**src/rtl/elevator_scan_ctrl_pkg.sv**
```systemverilog
// Shared types and helpers for the SCAN elevator controller.
//   state_e   : controller FSM states (idle / travelling / doors open)
//   DIR_UP/DIR_DOWN : encoding of the dir_up output
//   pick_dir  : direction choice when leaving IDLE (majority side, tie keeps)
//   max2      : small elaboration-time helper for counter sizing
package elevator_scan_ctrl_pkg;

  typedef enum logic [1:0] {
    ST_IDLE = 2'd0,
    ST_MOVE = 2'd1,
    ST_DOOR = 2'd2
  } state_e;

  localparam logic DIR_UP   = 1'b1;
  localparam logic DIR_DOWN = 1'b0;

  // Head for the side holding more calls; on a tie keep the last direction.
  function automatic logic pick_dir(input int n_up, input int n_dn, input logic keep);
    if (n_up > n_dn) begin
      return DIR_UP;
    end else if (n_dn > n_up) begin
      return DIR_DOWN;
    end else begin
      return keep;
    end
  endfunction

  function automatic int max2(input int a, input int b);
    return (a > b) ? a : b;
  endfunction

endpackage

```
**src/rtl/elevator_scan_ctrl_side_count.sv**
```systemverilog
// Combinational call census relative to the car position.
//   pending_i  : latched calls, one bit per floor
//   floor_i    : current car floor
//   above_o / below_o     : any call strictly above / below the car
//   n_above_o / n_below_o : number of calls strictly above / below the car
module elevator_scan_ctrl_side_count #(
  parameter int NUM_FLOORS = 8,
  parameter int FLOOR_W    = 3
) (
  input  logic [NUM_FLOORS-1:0] pending_i,
  input  logic [FLOOR_W-1:0]    floor_i,
  output logic                  above_o,
  output logic                  below_o,
  output logic [FLOOR_W:0]      n_above_o,
  output logic [FLOOR_W:0]      n_below_o
);

  // Population counts on either side; the car's own floor belongs to neither.
  always_comb begin
    n_above_o = '0;
    n_below_o = '0;
    for (int f = 0; f < NUM_FLOORS; f++) begin
      if (pending_i[f] && (f > int'(floor_i))) begin
        n_above_o = n_above_o + (FLOOR_W+1)'(1);
      end else if (pending_i[f] && (f < int'(floor_i))) begin
        n_below_o = n_below_o + (FLOOR_W+1)'(1);
      end else begin
        n_above_o = n_above_o;
      end
    end
  end

  assign above_o = |n_above_o;
  assign below_o = |n_below_o;

endmodule

```
**src/rtl/elevator_scan_ctrl.sv**
```systemverilog
// SCAN-policy elevator controller.
//   clk, reset        : clock, asynchronous active-high reset
//   call_req_i        : per-floor call requests, OR-ed into pending
//   door_hold_i       : keeps the door open (dwell reloads) while high
//   current_floor_o   : floor the car is at or last passed
//   dir_up_o          : last committed direction (1 = up)
//   moving_o          : car travelling between floors
//   door_open_o       : door open at current floor
//   arrive_o          : one-cycle pulse on each floor change
//   pending_o         : outstanding calls
// Travel timing: each floor takes MOVE_CYCLES. The cycle right after an
// arrival is the decision cycle (stop / continue / reverse); the leg timer
// keeps running through it, so consecutive arrivals stay MOVE_CYCLES apart.
module elevator_scan_ctrl
  import elevator_scan_ctrl_pkg::*;
#(
  parameter int NUM_FLOORS  = 8,
  parameter int FLOOR_W     = (NUM_FLOORS > 1) ? $clog2(NUM_FLOORS) : 1,
  parameter int MOVE_CYCLES = 16,
  parameter int DOOR_CYCLES = 8
) (
  input  logic                  clk,
  input  logic                  reset,
  input  logic [NUM_FLOORS-1:0] call_req_i,
  input  logic                  door_hold_i,
  output logic [FLOOR_W-1:0]    current_floor_o,
  output logic                  dir_up_o,
  output logic                  moving_o,
  output logic                  door_open_o,
  output logic                  arrive_o,
  output logic [NUM_FLOORS-1:0] pending_o
);

  localparam int                 TMR_W     = $clog2(max2(MOVE_CYCLES, DOOR_CYCLES) + 1);
  localparam logic [TMR_W-1:0]   MOVE_LOAD = TMR_W'(MOVE_CYCLES - 1);
  localparam logic [TMR_W-1:0]   DOOR_LOAD = TMR_W'(DOOR_CYCLES - 1);
  localparam logic [FLOOR_W-1:0] TOP_FLOOR = FLOOR_W'(NUM_FLOORS - 1);

  state_e                  state_q, state_d;
  logic [FLOOR_W-1:0]      floor_q, floor_d;
  logic                    dir_q, dir_d;
  logic [TMR_W-1:0]        tmr_q, tmr_d;
  logic                    arrive_q, arrive_d;
  logic [NUM_FLOORS-1:0]   pend_q, pend_d;

  logic                    above_s, below_s, here_s, ahead_s, behind_s, hold_s;
  logic [FLOOR_W:0]        n_above_s, n_below_s;

  elevator_scan_ctrl_side_count #(
    .NUM_FLOORS (NUM_FLOORS),
    .FLOOR_W    (FLOOR_W)
  ) u_side (
    .pending_i (pend_q),
    .floor_i   (floor_q),
    .above_o   (above_s),
    .below_o   (below_s),
    .n_above_o (n_above_s),
    .n_below_o (n_below_s)
  );

  assign here_s   = pend_q[floor_q];
  assign ahead_s  = (dir_q == DIR_UP) ? above_s : below_s;
  assign behind_s = (dir_q == DIR_UP) ? below_s : above_s;
  // A fresh call for the floor the door is open at just extends the dwell.
  assign hold_s   = door_hold_i | call_req_i[floor_q];

  // Next-state, timer, position and pending-call computation.
  always_comb begin
    state_d  = state_q;
    floor_d  = floor_q;
    dir_d    = dir_q;
    tmr_d    = tmr_q;
    arrive_d = 1'b0;
    case (state_q)
      ST_IDLE: begin
        if (here_s) begin
          state_d = ST_DOOR;
          tmr_d   = DOOR_LOAD;
        end else if (above_s | below_s) begin
          state_d = ST_MOVE;
          dir_d   = pick_dir(int'(n_above_s), int'(n_below_s), dir_q);
          tmr_d   = MOVE_LOAD;
        end else begin
          state_d = ST_IDLE;
        end
      end
      ST_MOVE: begin
        if (arrive_q && here_s) begin
          state_d = ST_DOOR;
          tmr_d   = DOOR_LOAD;
        end else if (arrive_q && !ahead_s && !behind_s) begin
          state_d = ST_IDLE;
          tmr_d   = '0;
        end else begin
          // SCAN: turn round only on an arrival with nothing left ahead.
          if (arrive_q && !ahead_s) begin
            dir_d = ~dir_q;
          end else begin
            dir_d = dir_q;
          end
          if (tmr_q == '0) begin
            if ((dir_d == DIR_UP) && (floor_q != TOP_FLOOR)) begin
              floor_d = floor_q + FLOOR_W'(1);
            end else if ((dir_d == DIR_DOWN) && (floor_q != '0)) begin
              floor_d = floor_q - FLOOR_W'(1);
            end else begin
              floor_d = floor_q;
            end
            arrive_d = 1'b1;
            tmr_d    = MOVE_LOAD;
          end else begin
            tmr_d = tmr_q - TMR_W'(1);
          end
        end
      end
      ST_DOOR: begin
        if (hold_s) begin
          tmr_d = DOOR_LOAD;
        end else if (tmr_q == '0) begin
          if (ahead_s) begin
            state_d = ST_MOVE;
            tmr_d   = MOVE_LOAD;
          end else if (behind_s) begin
            state_d = ST_MOVE;
            dir_d   = ~dir_q;
            tmr_d   = MOVE_LOAD;
          end else begin
            state_d = ST_IDLE;
          end
        end else begin
          tmr_d = tmr_q - TMR_W'(1);
        end
      end
      default: begin
        state_d = ST_IDLE;
        tmr_d   = '0;
      end
    endcase

    // Set wins everywhere except the car's floor while the door is (or is about to be) open.
    pend_d = pend_q | call_req_i;
    if (state_d == ST_DOOR) begin
      pend_d[floor_q] = 1'b0;
    end else begin
      pend_d = pend_d;
    end
  end

  // Controller state registers.
  always_ff @(posedge clk or posedge reset) begin
    if (reset) begin
      state_q  <= ST_IDLE;
      floor_q  <= '0;
      dir_q    <= DIR_UP;
      tmr_q    <= '0;
      arrive_q <= 1'b0;
      pend_q   <= '0;
    end else begin
      state_q  <= state_d;
      floor_q  <= floor_d;
      dir_q    <= dir_d;
      tmr_q    <= tmr_d;
      arrive_q <= arrive_d;
      pend_q   <= pend_d;
    end
  end

  assign current_floor_o = floor_q;
  assign dir_up_o        = dir_q;
  assign moving_o        = (state_q == ST_MOVE);
  assign door_open_o     = (state_q == ST_DOOR);
  assign arrive_o        = arrive_q;
  assign pending_o       = pend_q;

endmodule

```
**config.mk**
```make
export PLATFORM = sky130hd
export DESIGN_NAME = elevator_scan_ctrl
export DESIGN_NICKNAME = d
export VERILOG_FILES = /design/src/rtl/elevator_scan_ctrl_pkg.sv /design/src/rtl/elevator_scan_ctrl_side_count.sv /design/src/rtl/elevator_scan_ctrl.sv
export SDC_FILE = /design/constraint.sdc
export NUM_CORES = 1
export LEC_CHECK = 0
export ABC_CLOCK_PERIOD_IN_PS = 7700
export CAP_MARGIN = 20
export CORE_MARGIN = 4
export CORE_UTILIZATION = 50
export CTS_CLUSTER_DIAMETER = 60
export DETAILED_ROUTE_END_ITERATION = 8
export PLACE_DENSITY = 0.71
export SYNTH_ARGS = -nofsm -noshare
export SYNTH_HDL_FRONTEND = slang
export SYNTH_SLANG_ARGS = --single-unit
export TNS_END_PERCENT = 100
```
**constraint.sdc**
```tcl
create_clock -name clk -period 7.7 [get_ports clk]
set_input_delay 1.54 -clock clk [delete_from_list [all_inputs] [get_ports clk]]
set_output_delay 1.54 -clock clk [all_outputs]
set_load 0.01 [all_outputs]
```
; ---- Word-level counts from Yosys, hierarchy flattened
; Cells that the tools add are included.
[totals]
regBits = 20
input_bits = 11
out_inout_bits = 15
elab_cells = 164
[op_classes]
add_sub_neg = 15
magnitude_cmp = 18
n_eq_ne = 15
n_mux = 69
bitwise_logic = 9
n_reduce_logical = 32
[ops]
columns = cell, n
row1 = $mux W4, 18
row2 = $mux W5, 9
row3 = $add A4 B1 Y4 const B, 11
row4 = $mux W1, 28
row5 = $logic_and A1 B1 Y1, 20
row6 = $pmux W5 S3, 1
row7 = $gt A3 B3 Y1 const A, 4
row8 = $ne A2 B2 Y1 const B, 6
row9 = $mux W2, 5
row10 = $reduce_and A10 Y1, 1
row11 = $lt A3 B3 Y1 const A, 3
row12 = $ne A3 B3 Y1 const B, 3
row13 = $and A8 B8 Y8, 1
row14 = $gt A4 B4 Y1, 2
row15 = $mux W8, 1
row16 = $not A8 Y8, 1
row17 = $or A8 B8 Y8, 1
row18 = $reduce_or A4 Y1, 2
row19 = $bmux W1 S3, 2
row20 = $gt A2 B3 Y1 const A, 2
row21 = $lt A1 B3 Y1 const A, 2
row22 = $lt A2 B3 Y1 const A, 2
row23 = $mux W3, 2
row24 = $pmux W2 S3, 1
row25 = other kinds (22), 30

; ---- Longest topological paths before layout
[logic_depth]
ltp_word = 33
ltp_mapped = 33
mapped_depth_nobuf = 32

; ---- By module
; A second synthesis with hierarchy kept.
[unflattened]
hier_cells = 348
hier_area_um2 = 2871.5
[modules_own_cells]
columns = mod, n_inst, cells_per_inst, area_each_um2, seq_area_each_um2
row1 = elevator_scan_ctrl, 1, 186, 1646.6, 501.7
row2 = elevator_scan_ctrl_side_count, 1, 162, 1224.9, 0.0

; ---- Worst setup path before layout
; No wires, ideal clock.
[synth_timing]
path_type = register to register
startpoint = reg floor_q[1], in the netlist current_floor_o[1]
endpoint = reg dir_q, in the netlist dir_up_o
setup_time_ns = 0.082
arrival_time_ns = 6.162
t_required_ns = 7.618
path_slack_ns = 1.456
stages_incl_launch_ff = 33
n_path_buf = 1
synth_period_minus_slack_ns = 6.244
path_cell_list = dfrtp_1 -> clkbuf_1 -> inv_1 -> ha_1 -> a21boi_1 -> ha_1 -> mux2i_4 -> inv_1 -> ha_1 -> inv_1 -> o21ai_0 -> ha_1 -> nor2_1 -> a21oi_1 -> ha_1 -> nor2_1 -> a211oi_1 -> ha_1 -> nand2_1 -> o21ai_0 -> a21o_1 -> ha_1 -> nor2_1 -> nor2_1 -> ha_1 -> nor2b_1 -> o21a_1 -> o21ai_0 -> nand2b_1 -> a2111oi_0 -> o21ai_0 -> o21ai_0 -> nand2_1
[synth_via]
elab_chain_len = 32
elab_cells_between_ends = 96
cone_classes = add/sub: 12 / order compare: 16 / eq/ne: 8 / mux: 36 / bitwise: 2 / reduce/logical: 22
[synth_lines]
columns = element, line_no
row1 = from (decl), elevator_scan_ctrl.sv:40  ; logic [FLOOR_W-1:0] floor_q, floor_d;
row2 = from (signal assigned), elevator_scan_ctrl.sv:160  ; floor_q <= floor_d;
row3 = $lt A1 B3 Y1, elevator_scan_ctrl_side_count.sv:25  ; end else if (pending_i[f] && (f < int'(floor_i))) begin
row4 = $logic_and A1 B1 Y1, elevator_scan_ctrl_side_count.sv:25
row5 = $mux W1, elevator_scan_ctrl_side_count.sv:25
row6 = $add A4 B1 Y4, elevator_scan_ctrl_side_count.sv:26  ; n_below_o = n_below_o + (FLOOR_W+1)'(1);
row7 = $mux W4, elevator_scan_ctrl_side_count.sv:25
row8 = $mux W4, elevator_scan_ctrl_side_count.sv:23  ; if (pending_i[f] && (f > int'(floor_i))) begin
row9 = $add A4 B1 Y4, elevator_scan_ctrl_side_count.sv:26
row10 = $mux W4, elevator_scan_ctrl_side_count.sv:25
row11 = [16 not listed], --
row12 = $logic_and A1 B1 Y1, "elevator_scan_ctrl.sv:91, elevator_scan_ctrl.sv:96"
row13 = $mux W1, elevator_scan_ctrl.sv:96  ; if (arrive_q && !ahead_s) begin
row14 = $mux W1, elevator_scan_ctrl.sv:91  ; end else if (arrive_q && !ahead_s && !behind_s) begin
row15 = $mux W1, elevator_scan_ctrl.sv:88  ; if (arrive_q && here_s) begin
row16 = $mux W1, elevator_scan_ctrl.sv:74  ; case (state_q)
row17 = $mux W1, elevator_scan_ctrl.sv:91
row18 = $mux W1, elevator_scan_ctrl.sv:88
row19 = $pmux W1 S3, elevator_scan_ctrl.sv:74
row20 = to (signal assigned), elevator_scan_ctrl.sv:161  ; dir_q <= dir_d;
row21 = to (decl), elevator_scan_ctrl.sv:41  ; logic dir_q, dir_d;
; Several ways; a longest one is shown, not always the timed one. The select of a mux whose other input is x is not followed.
; A chain may end at the register's enable or synchronous reset.

; ---- Worst setup path in the final report
[layout_timing]
startpoint = reg floor_q[0], in the netlist current_floor_o[0]
endpoint = reg pend_q[2], in the netlist pending_o[2]
[layout_via]
elab_chain_len = 31
elab_cells_between_ends = 93
cone_classes = add/sub: 12 / order compare: 16 / eq/ne: 1 / mux: 38 / bitwise: 4 / reduce/logical: 22
[layout_lines]
columns = element, line_no
row1 = $lt A1 B3 Y1, elevator_scan_ctrl_side_count.sv:25
row2 = $logic_and A1 B1 Y1, elevator_scan_ctrl_side_count.sv:25
row3 = $mux W1, elevator_scan_ctrl_side_count.sv:25
row4 = $add A4 B1 Y4, elevator_scan_ctrl_side_count.sv:26
row5 = $mux W4, elevator_scan_ctrl_side_count.sv:25
row6 = $mux W4, elevator_scan_ctrl_side_count.sv:23
row7 = $add A4 B1 Y4, elevator_scan_ctrl_side_count.sv:26
row8 = $mux W4, elevator_scan_ctrl_side_count.sv:25
row9 = [15 not listed], --
row10 = $logic_not A1 Y1, elevator_scan_ctrl.sv:91
row11 = $logic_and A1 B1 Y1 (2 in series), elevator_scan_ctrl.sv:91
row12 = $mux W2, elevator_scan_ctrl.sv:91
row13 = $mux W2, elevator_scan_ctrl.sv:88
row14 = $pmux W2 S3, elevator_scan_ctrl.sv:74
row15 = $eq A2 B2 Y1, elevator_scan_ctrl.sv:142  ; if (state_d == ST_DOOR) begin
row16 = $mux W8 *, elevator_scan_ctrl.sv:142
row17 = via pend_d[2], elevator_scan_ctrl.sv:44  ; logic [NUM_FLOORS-1:0] pend_q, pend_d;
row18 = to (signal assigned), elevator_scan_ctrl.sv:164  ; pend_q <= pend_d;
row19 = to (decl), elevator_scan_ctrl.sv:44
; The timed path passes the listed nets; every way through them passes the cells marked *. The select of a mux whose other input is x is not followed.

==> impl_results.md <==
* DR vias at between 2,000 and 3,000
* Setup TNS at 0 ns
* CTS resizes at 0
* M3 GR Usage at 0.0217
* Die Width at 82.2 µm
* Slew @ Worst Pin at around 0.8 ns
* Synth async-reset ratio at 1.00
* CTS buffer count at 3
* H-Tree Depth at 1
* GR Util All Layers at 0.212
* Yosys warning count at 0
* Mapped Area at about 0.0028 mm²
* Mapped Cells at around 340
* Critical path fanouts, max at 17
* Largest net degree at the start of global routing at 30
* Gr busiest metal: met2
* Clock sinks at 20
* Arrival time worst endpoint at ~6.8 ns
* Max incr delay on CP at 0.48 ns
* FF+latch count, synth at 20
* Average size of a mapped cell at approximately 8 µm²
* Nature of the critical path startpoint: flop
* Met1 GRT Util at 0.298
* Share of layout cells above drive strength 1 at 0.0773
* Fin Clk Skew at ~0.0097 ns
* Netlist cell types at 72
* First-pass GRT wire length at about 11,000 µm
* Vias in the first global route at between 2,000 and 2,500
* Syn nets at between 300 and 400
* Final min period at ~6.6 ns
* Top cells by area, synth: dfrtp_1 (17%), ha_1 (12%), nor2_1 (5.2%)
* CP Class: flop to flop
* Clock Latency Late Sink at 0.27 ns
* Top-area cell type share of the netlist area at 0.173
* Clock transition at the registers of the reported paths at around 0.090 ns
* Vias per cell at 5.88
* Final net count at ~400
* Die ar. at roughly 0.0068 mm²
* PortBufs at 25
* # fillers at 468
* I/O pin count at 26
* R2r setup slk at ~1.1 ns
* Gpl congestion at between 0.8 and 0.9
* Hpwl dp at 5060 µm
* Met2 track demand over resource at 0.337
* Final Cycle Share at 0.864
* Max Slew Vio Count at 0
* CP top delay family: compound AO/OA/AOI/OAI gates
* CORE AREA at around 0.0052 mm²
* Max cap viols at 0
* Final setup vio count at 0
* Die height at slightly above 80 µm
* Crit path buffers/inverters at 3
* Status: finished, final reports clean
* Initial antenna violation count at 0
* Overflow after GRT at 0
* Max Clock Freq at approximately 150 MHz
* Relative slew slack at 0.462
* # DRC at 0
* Post-CTS Hold Fix Bufs at 0
* RSZ-0062 raised after global routing: no
* Top_reg_cell synth: dfrtp_1
* Yosys top cell by area: dfrtp_1
* EDFF count, synth at 0
* Commonest non-fill, non-tap cell in the layout: nor2_1
* Crit-path slowest cell: dfrtp_1
* DRT Pass-1 Iters at 4
* Final WL at 6560 µm
* CTS Buffer Depth at 2
* Root buffer cell: clkbuf_8
* Post-CTS Repair Setup Buffers at 0
* FP Rows at 26
* Ant diodes at 0
* Post-DRT Antenna Nets at 0
* Hold Crit Class: flop to flop
* Hold Vio Cnt, Final at 0
* Post-synthesis sequential area ratio at 0.182
* Initial Util at 0.529
* Crit. End Element: flop
* Crit path top cell by count: ha_1
* Layout area overhead at 13.2%
* Critical Path RT at 7.82 ns
* DR iter-0 viols at about 200
* CTS tree: built
* Commonest cells after routing, fill and taps aside: nor2_1 (38), nand2_1 (29), ha_1 (27)
* WL/cell at 15.2 µm
-- layer usage --
layer	vias to the layer above	part of all wire	wire [µm]
met5	-	0	0
met4	0	0.018	120
met3	13	0.043	281
met2	59	0.46	3020
met1	1185	0.48	3140
li1	1283	-	-
-- cell type report --
cell class	count	area [µm²]	share of cell area
well taps	70	87.6	0.0281
clock inverters	1	30.0	0.00964
repair buffers	29	280	0.0900
clock buffers	3	41.3	0.0133
inverters	19	76.3	0.0245
flip-flops and latches	20	502	0.161
multi-input cells	290	2100	0.673
-- state kept, by name, summed over array words and instances, names as in the netlist --
| signal | flops |
|---|---|
| current_floor_o | 3 |
| pending_o | 8 |
| tmr_q | 5 |
| state_q | 2 |
| arrive_o | 1 |
| dir_up_o | 1 |
-- worst reg2reg max path: cells and delay by family, from the launching register on --
family,cells,cell delay (ns)
and+or+nand+nor,8,1.44
DFF,1,0.48
adders and majority gates,6,1.78
muxes,1,0.26
buffers and inverters,3,0.43
AOI/OAI and AO/OA,11,2.16
-- synth_stat cells (all sizes together), types with 6 or more instances --
cell type,count
a21oi,17
and2,8
clkbuf,7
and3,12
ha,27
mux2i,12
a31oi,8
nor2,38
xor2,12
nand2,29
o21ai,20
inv,18
xnor2,12
buf,7
nand3,13
dfrtp,19
o21a,6
nor2b,9
-- worst paths after layout --
| check | endpoint | cells past startpoint | start |
|---|---|---|---|
| min in group asynchronous | tmr_q[4]$_DFFE_PP0P_ | 2 | reset |
| worst min-delay path | tmr_q[4]$_DFFE_PP0P_ | 1 | tmr_q[4]$_DFFE_PP0P_ |
| worst max-delay path | pending_o[2]$_DFF_PP0_ | 29 | current_floor_o[0]$_DFFE_PP0P_ |
| worst max register to register | pending_o[2]$_DFF_PP0_ | 29 | current_floor_o[0]$_DFFE_PP0P_ |
| max in group asynchronous | pending_o[6]$_DFF_PP0_ | 2 | reset |
| worst min register to register | tmr_q[4]$_DFFE_PP0P_ | 1 | tmr_q[4]$_DFFE_PP0P_ |
-- logic make-up after synthesis --
kind of cell,share of synthesized area
compound gates,0.230
mux,0.0605
simple gates,0.250
flops,0.182
fa+ha+maj,0.123
xor+xnor,0.0986
buf+inv,0.0555
-- metrics by stage --
stage / setup slack [ns] / cell area [µm²] / hold slack, ns / util / instances
floorplan: 1.46 / 2750 / 0.472 / - / 343
finish: 1.05 / 3120 / 0.514 / 0.599 / 432
CTS: 1.10 / 3120 / 0.516 / 0.599 / 432
detailed placement: 1.15 / 3040 / 0.496 / 0.585 / 428
global route: 0.421 / 3120 / 0.560 / 0.599 / 432
global placement: 1.24 / 3040 / 0.489 / 0.585 / 428
Power is left out: the tool's default activity adds up to more than one toggle a clock period on the data nets, which glitch-free logic cannot reach.
